==> src/rtl/enc_seq_prio_pkg.sv <==
`default_nettype none
// ============================================================================
//  Module   : enc_pkg
//  Purpose  : Shared types and helpers for the sequential priority encoder.
//             - state_e    : IDLE / EMIT controller states
//             - lsb_index  : index of the lowest set bit of a vector
//             - is_onehot  : true when exactly one bit of a vector is set
//  Revision : 1.0  initial release
// ============================================================================
package enc_pkg;

    // Widest request vector the helpers accept; callers zero-extend into it.
    localparam int MAX_N = 64;

    typedef enum logic [0:0] {
        IDLE = 1'b0,
        EMIT = 1'b1
    } state_e;

    // Scan from the top down so the last hit is the lowest set bit.
    // Returns 0 for an all-zero vector.
    function automatic int unsigned lsb_index(input logic [MAX_N-1:0] vec);
        int unsigned r;
        r = 0;
        for (int i = MAX_N - 1; i >= 0; i--) begin
            if (vec[i]) begin
                r = unsigned'(i);
            end
        end
        return r;
    endfunction

    // v & (v - 1) removes the lowest set bit; a one-hot vector becomes zero.
    function automatic logic is_onehot(input logic [MAX_N-1:0] vec);
        logic [MAX_N-1:0] one;
        one    = '0;
        one[0] = 1'b1;
        return (vec != '0) && ((vec & (vec - one)) == '0);
    endfunction

endpackage : enc_pkg
`default_nettype wire

==> src/rtl/enc_seq_prio_if.sv <==
`default_nettype none
// ============================================================================
//  Module   : enc_seq_prio_if
//  Purpose  : Request/index handshake bundle for enc_seq_prio.
//             in_valid/in_ready/in_req      : request vector channel
//             out_valid/out_ready/out_idx/out_last : index channel
//             zero_err                      : all-zero vector accepted pulse
//             master = producer/consumer side, slave = encoder side.
//  Revision : 1.0  initial release
// ============================================================================
interface enc_seq_prio_if #(
    parameter int N = 8,
    parameter int W = 3
);
    logic         in_valid;
    logic         in_ready;
    logic [N-1:0] in_req;
    logic         out_valid;
    logic         out_ready;
    logic [W-1:0] out_idx;
    logic         out_last;
    logic         zero_err;

    modport master (
        output in_valid,
        output in_req,
        output out_ready,
        input  in_ready,
        input  out_valid,
        input  out_idx,
        input  out_last,
        input  zero_err
    );

    modport slave (
        input  in_valid,
        input  in_req,
        input  out_ready,
        output in_ready,
        output out_valid,
        output out_idx,
        output out_last,
        output zero_err
    );
endinterface : enc_seq_prio_if
`default_nettype wire

==> src/rtl/enc_seq_prio_lsb_enc.sv <==
`default_nettype none
// ============================================================================
//  Module   : prio_lsb_enc
//  Purpose  : Combinational lowest-set-bit encoder.
//  Ports    : vec [N-1:0] in  - vector to encode
//             idx [W-1:0] out - index of the lowest set bit (0 if none)
//             any         out - at least one bit of vec is set
//  Revision : 1.0  initial release
// ============================================================================
module prio_lsb_enc
    import enc_pkg::*;
#(
    parameter int N = 8,
    parameter int W = 3
) (
    input  logic [N-1:0] vec,
    output logic [W-1:0] idx,
    output logic         any
);

    logic [MAX_N-1:0] w_vec_ext;

    always_comb begin
        w_vec_ext         = '0;
        w_vec_ext[N-1:0]  = vec;
        idx               = W'(lsb_index(w_vec_ext));
        any               = |vec;
    end

endmodule : prio_lsb_enc
`default_nettype wire

==> src/rtl/enc_seq_prio.sv <==
`default_nettype none
// ============================================================================
//  Module   : enc_seq_prio
//  Purpose  : Sequential N:log2(N) priority encoder. Takes a multi-hot request
//             vector and emits the index of every set bit, lowest first, one
//             index per output handshake.
//  Ports    : clk   in  - rising-edge clock
//             rst_n in  - asynchronous active-low reset
//             bus   slave modport of enc_seq_prio_if (request in, index out,
//                   zero_err pulse)
//  Revision : 1.0  initial release
// ============================================================================
module enc_seq_prio
    import enc_pkg::*;
#(
    parameter int N = 8,
    parameter int W = 3
) (
    input  logic          clk,
    input  logic          rst_n,
    enc_seq_prio_if.slave bus
);

    generate
        if (N < 2 || N > MAX_N || W != $clog2(N)) begin : g_param_err
            $error("enc_seq_prio: need 2 <= N <= MAX_N and W == clog2(N)");
        end
    endgenerate

    state_e         state_q, state_d;
    logic [N-1:0]   pend_q, pend_d;
    logic           zero_err_q, zero_err_d;

    logic [W-1:0]     w_idx;
    logic             w_any;
    logic             w_last;
    logic [N-1:0]     w_clr_mask;
    logic [MAX_N-1:0] w_pend_ext;

    prio_lsb_enc #(
        .N (N),
        .W (W)
    ) u_lsb_enc (
        .vec (pend_q),
        .idx (w_idx),
        .any (w_any)
    );

    always_comb begin
        w_pend_ext        = '0;
        w_pend_ext[N-1:0] = pend_q;
        w_last            = is_onehot(w_pend_ext);
        w_clr_mask        = '0;
        w_clr_mask[w_idx] = 1'b1;
    end

    // ------------------------------------------------------------------
    // State register
    // ------------------------------------------------------------------
    always_ff @(posedge clk or negedge rst_n) begin
        if (!rst_n) begin
            state_q    <= IDLE;
            pend_q     <= '0;
            zero_err_q <= 1'b0;
        end else begin
            state_q    <= state_d;
            pend_q     <= pend_d;
            zero_err_q <= zero_err_d;
        end
    end

    // ------------------------------------------------------------------
    // Next-state logic
    // ------------------------------------------------------------------
    always_comb begin
        state_d    = state_q;
        pend_d     = pend_q;
        zero_err_d = 1'b0;
        unique case (state_q)
            IDLE: begin
                if (bus.in_valid) begin
                    if (|bus.in_req) begin
                        pend_d  = bus.in_req;
                        state_d = EMIT;
                    end else begin
                        // Empty vector is consumed, only flagged.
                        zero_err_d = 1'b1;
                    end
                end
            end
            EMIT: begin
                if (bus.out_ready) begin
                    pend_d = pend_q & ~w_clr_mask;
                    if (w_last) begin
                        state_d = IDLE;
                    end
                end
                // Never sit in EMIT with nothing left to send.
                if (!w_any) begin
                    state_d = IDLE;
                end
            end
            default: state_d = IDLE;
        endcase
    end

    // ------------------------------------------------------------------
    // Outputs: derived from state and pend only, never from out_ready.
    // pend is zero outside EMIT, so out_idx reads 0 there.
    // ------------------------------------------------------------------
    always_comb begin
        bus.in_ready  = (state_q == IDLE);
        bus.out_valid = (state_q == EMIT);
        bus.out_idx   = w_idx;
        bus.out_last  = (state_q == EMIT) && w_last;
        bus.zero_err  = zero_err_q;
    end

endmodule : enc_seq_prio
`default_nettype wire
==> src/flat_wrapper.sv <==
// flat-port wrapper written by rule: the top's interface ports become plain ports
module enc_seq_prio_flat import enc_pkg::*;
#(
    parameter int N = 8,
    parameter int W = 3
)
  (clk, rst_n, bus_in_valid, bus_in_req, bus_out_ready, bus_in_ready, bus_out_valid, bus_out_idx, bus_out_last, bus_zero_err);
  enc_seq_prio_if #(.N(N), .W(W)) bus_i ();
  input  logic clk;
  input  logic rst_n;
  input wire logic [$bits(bus_i.in_valid)-1:0] bus_in_valid;
  input wire logic [$bits(bus_i.in_req)-1:0] bus_in_req;
  input wire logic [$bits(bus_i.out_ready)-1:0] bus_out_ready;
  output wire logic [$bits(bus_i.in_ready)-1:0] bus_in_ready;
  output wire logic [$bits(bus_i.out_valid)-1:0] bus_out_valid;
  output wire logic [$bits(bus_i.out_idx)-1:0] bus_out_idx;
  output wire logic [$bits(bus_i.out_last)-1:0] bus_out_last;
  output wire logic [$bits(bus_i.zero_err)-1:0] bus_zero_err;
  assign bus_i.in_valid = bus_in_valid;
  assign bus_i.in_req = bus_in_req;
  assign bus_i.out_ready = bus_out_ready;
  assign bus_in_ready = bus_i.in_ready;
  assign bus_out_valid = bus_i.out_valid;
  assign bus_out_idx = bus_i.out_idx;
  assign bus_out_last = bus_i.out_last;
  assign bus_zero_err = bus_i.zero_err;
  enc_seq_prio #(.N(N), .W(W)) u_core (.clk(clk), .rst_n(rst_n), .bus(bus_i));
endmodule
==> config.mk <==
export PLATFORM = sky130hd
export DESIGN_NAME = enc_seq_prio_flat
export DESIGN_NICKNAME = d
export VERILOG_FILES = /design/src/rtl/enc_seq_prio_pkg.sv /design/src/rtl/enc_seq_prio_if.sv /design/src/rtl/enc_seq_prio_lsb_enc.sv /design/src/rtl/enc_seq_prio.sv /design/src/flat_wrapper.sv
export SDC_FILE = /design/constraint.sdc
export NUM_CORES = 1
export LEC_CHECK = 0
export CELL_PAD_IN_SITES_DETAIL_PLACEMENT = 1
export CELL_PAD_IN_SITES_GLOBAL_PLACEMENT = 1
export CORE_AREA = 2 2 40 57
export CTS_BUF_LIST = sky130_fd_sc_hd__clkbuf_4 sky130_fd_sc_hd__clkbuf_8
export DETAILED_ROUTE_END_ITERATION = 16
export DIE_AREA = 0 0 42 59
export PLACE_DENSITY_LB_ADDON = 0.1
export SETUP_SLACK_MARGIN = 0.3
export SLEW_MARGIN = 40
export SYNTH_ARGS = -nofsm -noshare
export SYNTH_HDL_FRONTEND = slang
export SYNTH_SLANG_ARGS = --single-unit
==> constraint.sdc <==
create_clock -name clk -period 2.2 [get_ports clk]
set_input_delay 0.22 -clock clk [delete_from_list [all_inputs] [get_ports clk]]
set_output_delay 0.22 -clock clk [all_outputs]
set_load 0.01 [all_outputs]
==> flow_summary.json, run 1 <==
{
  "numCtsBuffers": 3,
  "outcome": "finished with violations",
  "vdd_drop_max_mv": 0.613,
  "power_mw": 1.56,
  "grt_pass1_wl_um": 3480,
  "slew-limit-headroom": 0.579,
  "syn_inst": 72,
  "p_per_area_nw_per_um2": 1620,
  "synth_edf_count": 0,
  "fin_crit_ns": 2.21,
  "ant_nets": 0,
  "finalWeightedCongestion": 0.830,
  "chipWidth_um": 42,
  "cts_tree": "yes",
  "slowest_stage": "o311ai_0",
  "intPower_uw": 873,
  "netlist_area_sq_um": 652,
  "layout.nets": 112,
  "port_buffers": 18,
  "area.growth.synth_to_final_pct": 47.8,
  "via_per_inst": 5.67,
  "grt_pass1_vias": 731,
  "finalSetupTns_ns": -0.00653,
  "crit_path_end_kind": "primary output",
  "top_level_ports": 19,
  "synth_area_leaders": "dfrtp_1 (38%), a22o_1 (5.4%), a21oi_1 (3.8%), nor3_1 (3.1%), o21ai_0 (3.1%)",
  "layout-drive-gt1-share": 0.296,
  "start_util": 0.339,
  "ys_types": 34,
  "fmax_mhz": 453,
  "drtIter0Drc": 6,
  "syn_nets": 84,
  "startpoint_type": "flip-flop",
  "final_core_util": 0.500,
  "path_buf_inv": 1,
  "worst_pin_slew_ns": 0.624,
  "crit_family": "compound AO/OA/AOI/OAI gates",
  "setup_viol": 1,
  "ys_ff_latch": 10,
  "fillers": 236,
  "hold_viol_final": 0,
  "drt_pass1_iterations": 3,
  "crit_required_ns": 1.98,
  "async_reset_ff_frac": 1.00,
  "placeableCoreArea_sq_um": 1930,
  "die_area_sq_um": 2480,
  "yosysWarnings": 0,
  "grt_remaining_overflow": 0,
  "pre_cts_ws_ns": -0.0486,
  "cts_buffer_depth": 2,
  "synth_top_area_cell": "dfrtp_1",
  "violations": "negative setup slack",
  "n_antenna_cell": 0,
  "period_share": 1.00,
  "drt-total-wl_um": 2110,
  "synth_seq_area_share": 0.384,
  "antenna_found_initial": 0,
  "hold_class": "input pin to async pin",
  "timing.hold.ws_ns": 0.261,
  "grt_max_degree": 12,
  "setup_ws_ns": -0.00653,
  "wl_per_cell_um": 17.8,
  "clock_skew_ns": 0.0106,
  "std_cell_rows": 19,
  "power_frac_clock": 0.084,
  "crit_fanout": 4,
  "power_leakage_nw": 0.413,
  "crit_type": "flip-flop to primary output",
  "ys.flop_type": "dfrtp_1",
  "sw_frac_of_total": 0.441,
  "power_switching_uw": 690,
  "maxCapViolations": 0,
  "synth.avg_cell_area_sq_um": 9.05,
  "die_y_um": 59,
  "cts.sinks": 10,
  "rsz0062_at_grt": "yes",
  "cp_data_arrival_time_ns": 1.99,
  "cts_max_level": 1,
  "vias": 675,
  "ctsHoldBuffers": 0,
  "clock-root-buffer": "clkbuf_4",
  "pwr-share-seq": 0.232,
  "dp_hpwl_um": 1620,
  "cp_cell_sequence": "maj3_1 > o311ai_0 > and3_4 > buf_6",
  "drc": 0,
  "slowest_delay_ns": 0.55,
  "clkTransAtPathRegs_ns": 0.07,
  "synth_top_area_frac": 0.384,
  "slew_violations": 0,
  "grt_util_all_layers": 0.192,
  "clk_latency_ns": 0.28,
  "power_frac_comb": 0.684
}
[final timing paths]
check / slack [ns] / cells after the start / endpoint / start
worst max-delay path: -0.007 / 4 / bus_out_last / u_core.pend_q[1]
worst min-delay path: 0.26 / 1 / u_core.bus.zero_err / rst_n
worst max register to register: 0.50 / 6 / u_core.bus.out_valid / u_core.pend_q[3]
worst min register to register: 0.56 / 1 / u_core.pend_q[6] / u_core.pend_q[6]
max in group asynchronous: 1.59 / 1 / u_core.pend_q[6] / rst_n
min in group clk: 0.56 / 2 / u_core.pend_q[4] / bus_in_req[4]
[state kept, by name (all words and copies together) (netlist names)]
signal                cells
u_core.bus.zero_err       1
u_core.pend_q             8
u_core.bus.out_valid      1
[cell families (layout without fill, tap and decap cells)]
family,Yosys count,in the layout,share of synthesized area
compound gates,28,28,0.307
simple gates,24,24,0.225
flops,10,10,0.384
buf+inv,9,35,0.0691
fa+ha+maj,1,1,0.0154
[cell type report]
cell class	instances	area [sq um]	area share
multi-input cells	53	402	0.417
flip-flops and latches	10	253	0.262
repair buffers	28	245	0.255
well taps	21	26.3	0.0273
clock buffers	3	22.5	0.0234
inverters	4	15.0	0.0156
[cells in the mapped netlist (all sizes together), types with 2 or more instances]
library cell and number:
o22ai 3, nor3 4, buf 4, a21oi 5, a211oi 2, o21ai 4
inv 4, nand2b 2, nor4 3, o21bai 2, nor2b 2, or4 2
and3 2, nor2 4, a21o 2, dfrtp 10, a22o 5
[stage by stage]
stage	cell area [sq um]	instances
floorplan	652	72
global placement	888	114
detailed placement	888	114
CTS	937	118
global route	963	119
finish	963	119
[routing by layer]
metal	vias up	global-route usage	wire length [um]
met5	-	0	0
met4	0	0.101	39
met3	5	0.0488	73
met2	15	0.346	1170
met1	326	0.205	834
li1	329	-	-
[timing repair]
action / CTS / global route
endpoints found under the setup margin: 4 / 4
pin swaps: 0 / 5
resized for setup: 16 / 12
setup buffers: 1 / 1
gates cloned: 0 / 0
[layout by cell type (no fill, tap or decap), types with 2 or more instances in the layout]
cell type	instances
a21o_1	2
a21oi_1	4
a22o_1	4
buf_4	9
buf_6	2
clkbuf_2	2
clkbuf_4	3
clkdlybuf4s50_1	14
dfrtp_1	8
dfrtp_2	2
inv_1	4
nor2_1	4
nor2b_1	2
nor3_1	4
nor4_1	2
o21ai_0	3
o22ai_1	3
[power groups by stage]
stage	Sequential [mW]	Combinational, mW	Clock [mW]
global placement	0.351	0.906	0
global route	0.376	1.16	0.142
detailed placement	0.356	0.937	0
finish	0.363	1.07	0.131
floorplan	0.335	0.540	0
CTS	0.353	0.972	0.133
[worst register-to-register path: cells and delay by family (launching register included)]
family / cells / cell delay [ns]
AOI/OAI and AO/OA: 3 / 0.37
and+or+nand+nor: 1 / 0.56
buffers and inverters: 2 / 0.29
DFF: 1 / 0.40
(Power assumes the default switching activity.)
==> run 2: changes to the inputs <==
--- a/config.mk
+++ b/config.mk
@@ -13,6 +13,7 @@
 export DIE_AREA = 0 0 42 59
 export PLACE_DENSITY_LB_ADDON = 0.1
 export SETUP_SLACK_MARGIN = 0.3
+export SKIP_CTS_REPAIR_TIMING = 1
 export SLEW_MARGIN = 40
 export SYNTH_ARGS = -nofsm -noshare
 export SYNTH_HDL_FRONTEND = slang
==> run 2 against run 1 <==
Compared with the run above:
- the run now ends clean
- register-to-register slack better by 0.03 ns
- maximum frequency up 3.4%
- sequential cell count unchanged
- cell count down 0.84%
- via count down 0.44%
- clock skew up 0.00089 ns
- worst setup slack better by 0.073 ns
- worst hold slack better by 0.0051 ns
- utilization down 1.6 points
- count of clock-buffer cells in the layout unchanged
- routed wire length down 3.2%
- critical path type unchanged
- largest cell class unchanged
==> flow_summary.json, run 2 (synthesized netlist as in run 1, its figures left out) <==
{
  "crit_start": "u_core.pend_q[3]",
  "p_per_area_nw_per_um2": 1540,
  "finalWeightedCongestion": 0.830,
  "final_cell_mix": "clkdlybuf4s50_1 (14), buf_4 (9), dfrtp_1 (9)",
  "grt_max_degree": 12,
  "largest_register_ffs": 8,
  "std_cell_rows": 19,
  "crit_fanout": 4,
  "hold_class": "input pin to async pin",
  "placeableCoreArea_sq_um": 1930,
  "area.growth.synth_to_final_pct": 43.0,
  "hold_viol_final": 0,
  "power_leakage_nw": 0.427,
  "die_y_um": 59,
  "clock_skew_ns": 0.0115,
  "largest_register": "u_core.pend_q",
  "grt_remaining_overflow": 0,
  "clk_latency_ns": 0.28,
  "grt_pass1_vias": 710,
  "dp_hpwl_um": 1620,
  "crit_type": "flip-flop to primary output",
  "slew-limit-headroom": 0.678,
  "cts.sinks": 10,
  "rr_startpoint": "u_core.pend_q[3]",
  "slew_violations": 0,
  "cts_tree": "yes",
  "chipWidth_um": 42,
  "ant_nets": 0,
  "reg2reg_depth": 5,
  "grt_pass1_wl_um": 3370,
  "final_core_util": 0.484,
  "drtIter0Drc": 9,
  "grt_util_all_layers": 0.187,
  "vdd_drop_max_mv": 0.554,
  "finalSetupTns_ns": 0,
  "clock-root-buffer": "clkbuf_4",
  "antenna_found_initial": 0,
  "top_level_ports": 19,
  "via_per_inst": 5.69,
  "start_util": 0.339,
  "worst_pin_slew_ns": 0.481,
  "wl_per_cell_um": 17.3,
  "cp_data_arrival_time_ns": 1.91,
  "layout-drive-gt1-share": 0.237,
  "startpoint_type": "flip-flop",
  "use_met2": 0.344,
  "instances_no_fill": 118,
  "vias": 672,
  "n_antenna_cell": 0,
  "numCtsBuffers": 3,
  "fmax_mhz": 469,
  "maxCapViolations": 0,
  "die_area_sq_um": 2480,
  "use_met1": 0.200,
  "final_common_cell": "clkdlybuf4s50_1",
  "crit_path_end_kind": "primary output",
  "use_met3": 0.0457,
  "drt_pass1_iterations": 4,
  "crit_required_ns": 1.98,
  "fin_crit_ns": 2.13,
  "top_usage_layer": "met2",
  "layout.nets": 111,
  "placed_cells": 114,
  "rsz0062_at_grt": "yes",
  "cts_buffer_depth": 2,
  "setup_viol": 0,
  "power_mw": 1.43,
  "drc": 0,
  "outcome": "completed",
  "clkTransAtPathRegs_ns": 0.07,
  "drt-total-wl_um": 2050,
  "period_share": 0.970,
  "cts_max_level": 1,
  "port_buffers": 18
}
==> run 2: layout make-up <==
cell class                      instances  area, sq um
Tap cell                               21         26.3
Clock buffer                            3         22.5
Fill cell                             230          993
Timing Repair Buffer                   27          243
Inverter                                4         15.0
Sequential cell                        10          251
Multi-Input combinational cell         53          374
==> run 2: final timing paths <==
check,end,slack (ns)
max,bus_out_last,0.07
min in group clk,u_core.pend_q[4],0.56
max in group asynchronous,u_core.pend_q[4],1.58
min,u_core.bus.zero_err,0.27
min reg2reg,u_core.pend_q[7],0.59
max reg2reg,u_core.pend_q[7],0.53
==> run 2: layer usage <==
metal | share of wire | vias up | wire length, um
met4 | 0.018 | 0 | 36
met1 | 0.42 | 322 | 854
met2 | 0.53 | 17 | 1090
li1 | - | 328 | -
met3 | 0.032 | 5 | 66
met5 | 0 | - | 0
==> run 2: where the power goes <==
group / total [mW] / switching, mW / leakage [nW] / internal (mW)
Sequential: 0.358 / 0.0966 / 0.126 / 0.261
Clock: 0.129 / 0.0660 / 0.0138 / 0.0633
Combinational: 0.945 / 0.470 / 0.287 / 0.475
Total: 1.43 / 0.633 / 0.427 / 0.800
==> run 2: worst max-delay path: stages (launching register included) <==
cell            delay, ns
dfrtp_1              0.40
or4_4                0.53
buf_4                0.16
o21ai_1              0.11
o21bai_1             0.10
and3_1               0.18
dlymetal6s2s_1       0.16
==> run 2: metrics by stage <==
stage                     worst slack, ns  area (sq um)  hold WS, ns
after floorplan                     0.422           652      -0.0756
after global routing              -0.0218           932        0.304
after CTS                          -0.345           911        0.281
final                              0.0664           932        0.266
after global placement             0.0541           888        0.553
after detailed placement          -0.0486           888        0.552
==> run 3: changes to the inputs <==
--- a/config.mk
+++ b/config.mk
@@ -12,7 +12,7 @@
 export DETAILED_ROUTE_END_ITERATION = 16
 export DIE_AREA = 0 0 42 59
 export PLACE_DENSITY_LB_ADDON = 0.1
-export SETUP_SLACK_MARGIN = 0.3
+export SETUP_SLACK_MARGIN = 0.1
 export SKIP_CTS_REPAIR_TIMING = 1
 export SLEW_MARGIN = 40
 export SYNTH_ARGS = -nofsm -noshare
==> run 3 against run 2 <==
Compared with the run above:
- total power grew 1.1%
- largest power group unchanged
- count of clock-buffer cells in the layout is the same
- routed wire length barely moved
- highest routed layer unchanged
- critical endpoint unchanged
- worst setup slack got worse by 0.0026 ns
- global-route usage unchanged
- final area rose by 1.2%
- die area stayed put
- clock skew about the same
- first-iteration DRC count increased by 22%
- sequential cell count is the same
- maximum frequency shrank 0.12%
==> flow_summary.json, run 3 (synthesized netlist as in run 1, its figures left out) <==
{
  "outcome": "completed",
  "slew_violations": 0,
  "worst_pin_slew_ns": 0.481,
  "start_util": 0.339,
  "cts.sinks": 10,
  "grt_max_degree": 12,
  "dp_hpwl_um": 1620,
  "slowest_stage": "or4_4",
  "clk_latency_ns": 0.28,
  "grt_pass1_wl_um": 3370,
  "fin_area_sq_um": 943,
  "std_cell_rows": 19,
  "crit_fanout": 4,
  "port_buffers": 18,
  "drt_pass1_iterations": 4,
  "grt_pass1_vias": 710,
  "largest_register_ffs": 8,
  "crit_type": "flip-flop to primary output",
  "final_cell_mix": "clkdlybuf4s50_1 (14), dfrtp_1 (10), buf_4 (9)",
  "crit_path_end_kind": "primary output",
  "crit_required_ns": 1.98,
  "power_leakage_nw": 0.451,
  "drtIter0Drc": 11,
  "p_per_area_nw_per_um2": 1530,
  "slowest_delay_ns": 0.53,
  "fin_crit_ns": 2.14,
  "cts_buffer_depth": 2,
  "final_common_cell": "clkdlybuf4s50_1",
  "clkTransAtPathRegs_ns": 0.07,
  "finalWeightedCongestion": 0.830,
  "drc": 0,
  "path_buf_inv": 2,
  "clock_skew_ns": 0.0117,
  "antenna_found_initial": 0,
  "die_area_sq_um": 2480,
  "placed_cell_area_sq_um": 888,
  "hold_class": "input pin to async pin",
  "slew-limit-headroom": 0.678,
  "vdd_drop_max_mv": 0.566,
  "area.growth.synth_to_final_pct": 44.7,
  "final_core_util": 0.490,
  "wl_per_cell_um": 17.3,
  "clock-root-buffer": "clkbuf_4",
  "timing.hold.ws_ns": 0.266,
  "fmax_mhz": 468,
  "finalSetupTns_ns": 0,
  "cp_cell_sequence": "or4_4 > buf_4 > o21ai_1 > o21bai_1 > and3_1 > dlymetal6s2s_1",
  "vias": 673,
  "via_per_inst": 5.70,
  "ant_nets": 0,
  "numCtsBuffers": 3,
  "hold_viol_final": 0,
  "maxCapViolations": 0,
  "grt_remaining_overflow": 0,
  "n_antenna_cell": 0,
  "grt_util_all_layers": 0.187,
  "period_share": 0.971,
  "die_y_um": 59,
  "largest_register": "u_core.pend_q",
  "startpoint_type": "flip-flop",
  "cp_data_arrival_time_ns": 1.92,
  "setup_viol": 0,
  "top_level_ports": 19,
  "layout-drive-gt1-share": 0.196,
  "layout.nets": 111,
  "crit_family": "simple AND/OR/NAND/NOR gates",
  "cts_tree": "yes",
  "rsz0062_at_grt": "yes",
  "placeableCoreArea_sq_um": 1930,
  "cts_max_level": 1,
  "drt-total-wl_um": 2040,
  "chipWidth_um": 42
}
run 3: cell count changes in the layout (fill, tap and decap cells not counted):
cell	change
buf_2	-2
dlymetal6s2s_1	+2
dfrtp_1	+1
dfrtp_2	-1
nor2_1	+1
nor2_2	-1
run 3: cell type report:
cell class                      count  area, sq um
Inverter                            4         15.0
Fill cell                         230          982
Tap cell                           21         26.3
Multi-Input combinational cell     53          372
Sequential cell                    10          250
Timing Repair Buffer               27          258
Clock buffer                        3         22.5
run 3: final timing paths:
check | start | end | slack, ns | cells past startpoint
min in group clk | bus_in_req[4] | u_core.pend_q[4] | 0.57 | 2
setup / recovery | u_core.pend_q[3] | bus_out_last | 0.06 | 6
hold reg to reg | u_core.pend_q[7] | u_core.pend_q[7] | 0.59 | 1
hold / removal | rst_n | u_core.bus.zero_err | 0.27 | 1
max in group asynchronous | rst_n | u_core.pend_q[1] | 1.59 | 1
setup reg to reg | u_core.pend_q[3] | u_core.pend_q[7] | 0.53 | 5
run 3: routing by layer:
layer | share of wire | global-route usage
met1 | 0.41 | 0.200
met5 | 0 | 0
met3 | 0.037 | 0.0457
met4 | 0.018 | 0.0829
met2 | 0.53 | 0.344
run 3: worst register-to-register path, cell delays in order, from the launching register on:
cell and delay (ns):
dfrtp_1 0.40, or4_4 0.53, buf_4 0.16, nor3_1 0.19
o22ai_1 0.11, a22o_1 0.18
run 3: power by group:
part / switching (mW) / total [mW] / internal [mW]
sequential: 0.0969 / 0.356 / 0.259
combinational: 0.466 / 0.962 / 0.496
clock: 0.0658 / 0.129 / 0.0633
total: 0.629 / 1.45 / 0.819
run 3: per-stage QoR:
| stage | power, mW | worst slack (ns) | instances |
|---|---|---|---|
| floorplan | 0.875 | 0.422 | 72 |
| global placement | 1.26 | 0.0541 | 114 |
| detailed placement | 1.29 | -0.0486 | 114 |
| CTS | 1.43 | -0.345 | 117 |
| global route | 1.56 | -0.0218 | 118 |
| finish | 1.45 | 0.0638 | 118 |
==> edit, RTL diff (config.mk and constraints of run 1) <==
Make the reset (`rst_n`) synchronous in one clocked block. Comments in the files are not updated.
--- a/src/rtl/enc_seq_prio.sv
+++ b/src/rtl/enc_seq_prio.sv
@@ -59,3 +59,3 @@
     // ------------------------------------------------------------------
-    always_ff @(posedge clk or negedge rst_n) begin
+    always_ff @(posedge clk) begin
         if (!rst_n) begin
Function: differs if rst_n is asserted again (counterexample within 4 cycles, from zero or initial values and one cycle with rst_n low); with rst_n held inactive, the same outputs for 10 cycles.
==> edit against run 1 <==
Area after synthesis grew 2.5%; cell area shrank 1.0%; routed wire length grew 10%; setup slack gained 370 ps; clock skew shrank 8.0 ps; sequential cell count is the same; critical path type unchanged; highest routed layer unchanged.
Power is not compared: it rests on default switching activity, and its combinational part moved more than twofold at a synthesized area within 25%.
==> edit: results (changes against run 1) <==
Outcome - finished, final reports clean (was finished with violations)
Longest Clk Path Bufs - 2 (unchanged)
Met1 Routed Length - 953 µm (was 834 µm)
M3 GR Usage - 3.96% (was 4.88%)
Net Count, Synth - 102 (was 84)
FFs w/ async S/R, synth - 0% (was 100%)
Synth unique cells - 31 (was 34)
Max Fanout on Critical Path - 8 (was 4)
WL met2 - 1310 µm (was 1170 µm)
Commonest non-fill, non-tap cell in the layout - clkdlybuf4s50_1 (unchanged)
Pin count of the biggest net entering global routing - 14 (was 12)
Fill cell count - 242 (was 236)
Met3 Wirelength - 56 µm (was 73 µm)
Total GRT Usage - 20.7% (was 19.2%)
Share of cells above drive strength 1 - 22.9% (was 29.6%)
Seq/Total Area, Yosys - 30.0% (was 38.4%)
CP startpoint - u_core.pend_q[0]$_SDFFE_PN0P_ (was u_core.pend_q[1]$_DFFE_PN0P_)
Signal buf overhead - 21.1% (was 25.5%)
Top post-synthesis cells by area - dfxtp_1, a311oi_1, nand2_1 (was dfrtp_1, a22o_1, a21oi_1)
Most frequent cells after synthesis - dfxtp_1, nand2_1, nor2_1 (was dfrtp_1, a21oi_1)
RR Startpoint - u_core.bus.out_valid$_SDFF_PN0_ (was u_core.pend_q[3]$_DFFE_PN0P_)
Signal buffers - 22 (was 28)
Final Hold Slack - 523 ps (was 261 ps)
Xor and xnor area share after synthesis - 1.31% (was 0%)
Vias per cell - 6.08 (was 5.67)
Met1 Usage GRT - 21.9% (was 20.5%)
Dpl hpwl - 1670 µm (was 1620 µm)
WL/cell - 17.9 µm (was 17.8 µm)
Seq area share - 22.4% (was 26.2%)
Adder-Cell Fraction of Synth Area - 0% (was 1.54%)
Maximum VDD drop - 0.450 mV
Hold Path Class - register to register (was input port to async pin)
Nonclk inv count - 5 (was 4)
Clock network area share - 3.81% (was 2.34%)
Nets - 122 (was 112)
#MultiIn Comb - 68 (was 53)
Drt pass-1 iters - 4 (was 3)
Layout Skew - 2.61 ps (was 10.6 ps)
Top reg by flops - u_core.pend_q (unchanged)
H-tree depth - 1 (unchanged)
Clk sinks - 10 (unchanged)
Clk_buf instances - 4 (was 3)
Multi-input combinational cell area - 457 µm² (was 402 µm²)
RR Endpoint - u_core.bus.out_valid$_SDFF_PN0_ (was u_core.bus.out_valid$_DFF_PN0_)
Iteration-0 DRC Markers - 24 (was 6)
First-pass GRT wire length - 3880 µm (was 3480 µm)
Synth Area in Compound Gates - 35.2% (was 30.7%)
Met2 Use GR - 40.8% (was 34.6%)
Slew @ Worst Pin - 444 ps (was 624 ps)
Reg2reg path depth - 4 (was 6)
Initial antenna violation count - 0 (unchanged)
GPL Wtd Cong - 0.801 (was 0.830)
Post-synthesis mux area share - 0% (unchanged)
Setup slack, reg-to-reg - 650 ps (was 500 ps)
Clock slew at reported path FFs - 80 ps
Max FFs per register - 8 (unchanged)
Number of global-route vias before repair - 858 (was 731)
Arrival @ worst endpoint - 1610 ps (was 1990 ps)
[edit: cell count changes in the layout (fill, tap and decap cells not counted), moves of 3 or more]
cell and delta:
dlygate4sd2_1 +3, o31ai_1 +4, dfxtp_2 +5, dfxtp_1 +3
dfrtp_1 -8, a22o_1 -4, o22ai_1 -3, nor2_1 +5
a311oi_1 +4, nand2_1 +8, buf_4 -5
[edit: repair_timing]
item | in CTS | in global routing
resized for setup | 17 | 4
buffers inserted | 1 | 0
pin swaps | 0 | 0
setup endpoints to repair | 4 | 1
[edit: metrics by stage]
step / instance area [µm²] / worst slack [ps] / utilization [%] / std cells
2_1_floorplan: 668 / 598 / - / 90
3_3_place_gp: 871 / 226 / 45.2 / 125
3_5_place_dp: 871 / 148 / 45.2 / 125
4_1_cts: 951 / 243 / 49.4 / 130
5_1_grt: 953 / 322 / 49.5 / 130
6_report: 953 / 368 / 49.5 / 130
[edit: critical path, cell delays in order (launching register included)]
cell,delay [ps]
dfxtp_4,380
or3_4,400
o311ai_2,240
and3_1,190
clkbuf_2,120
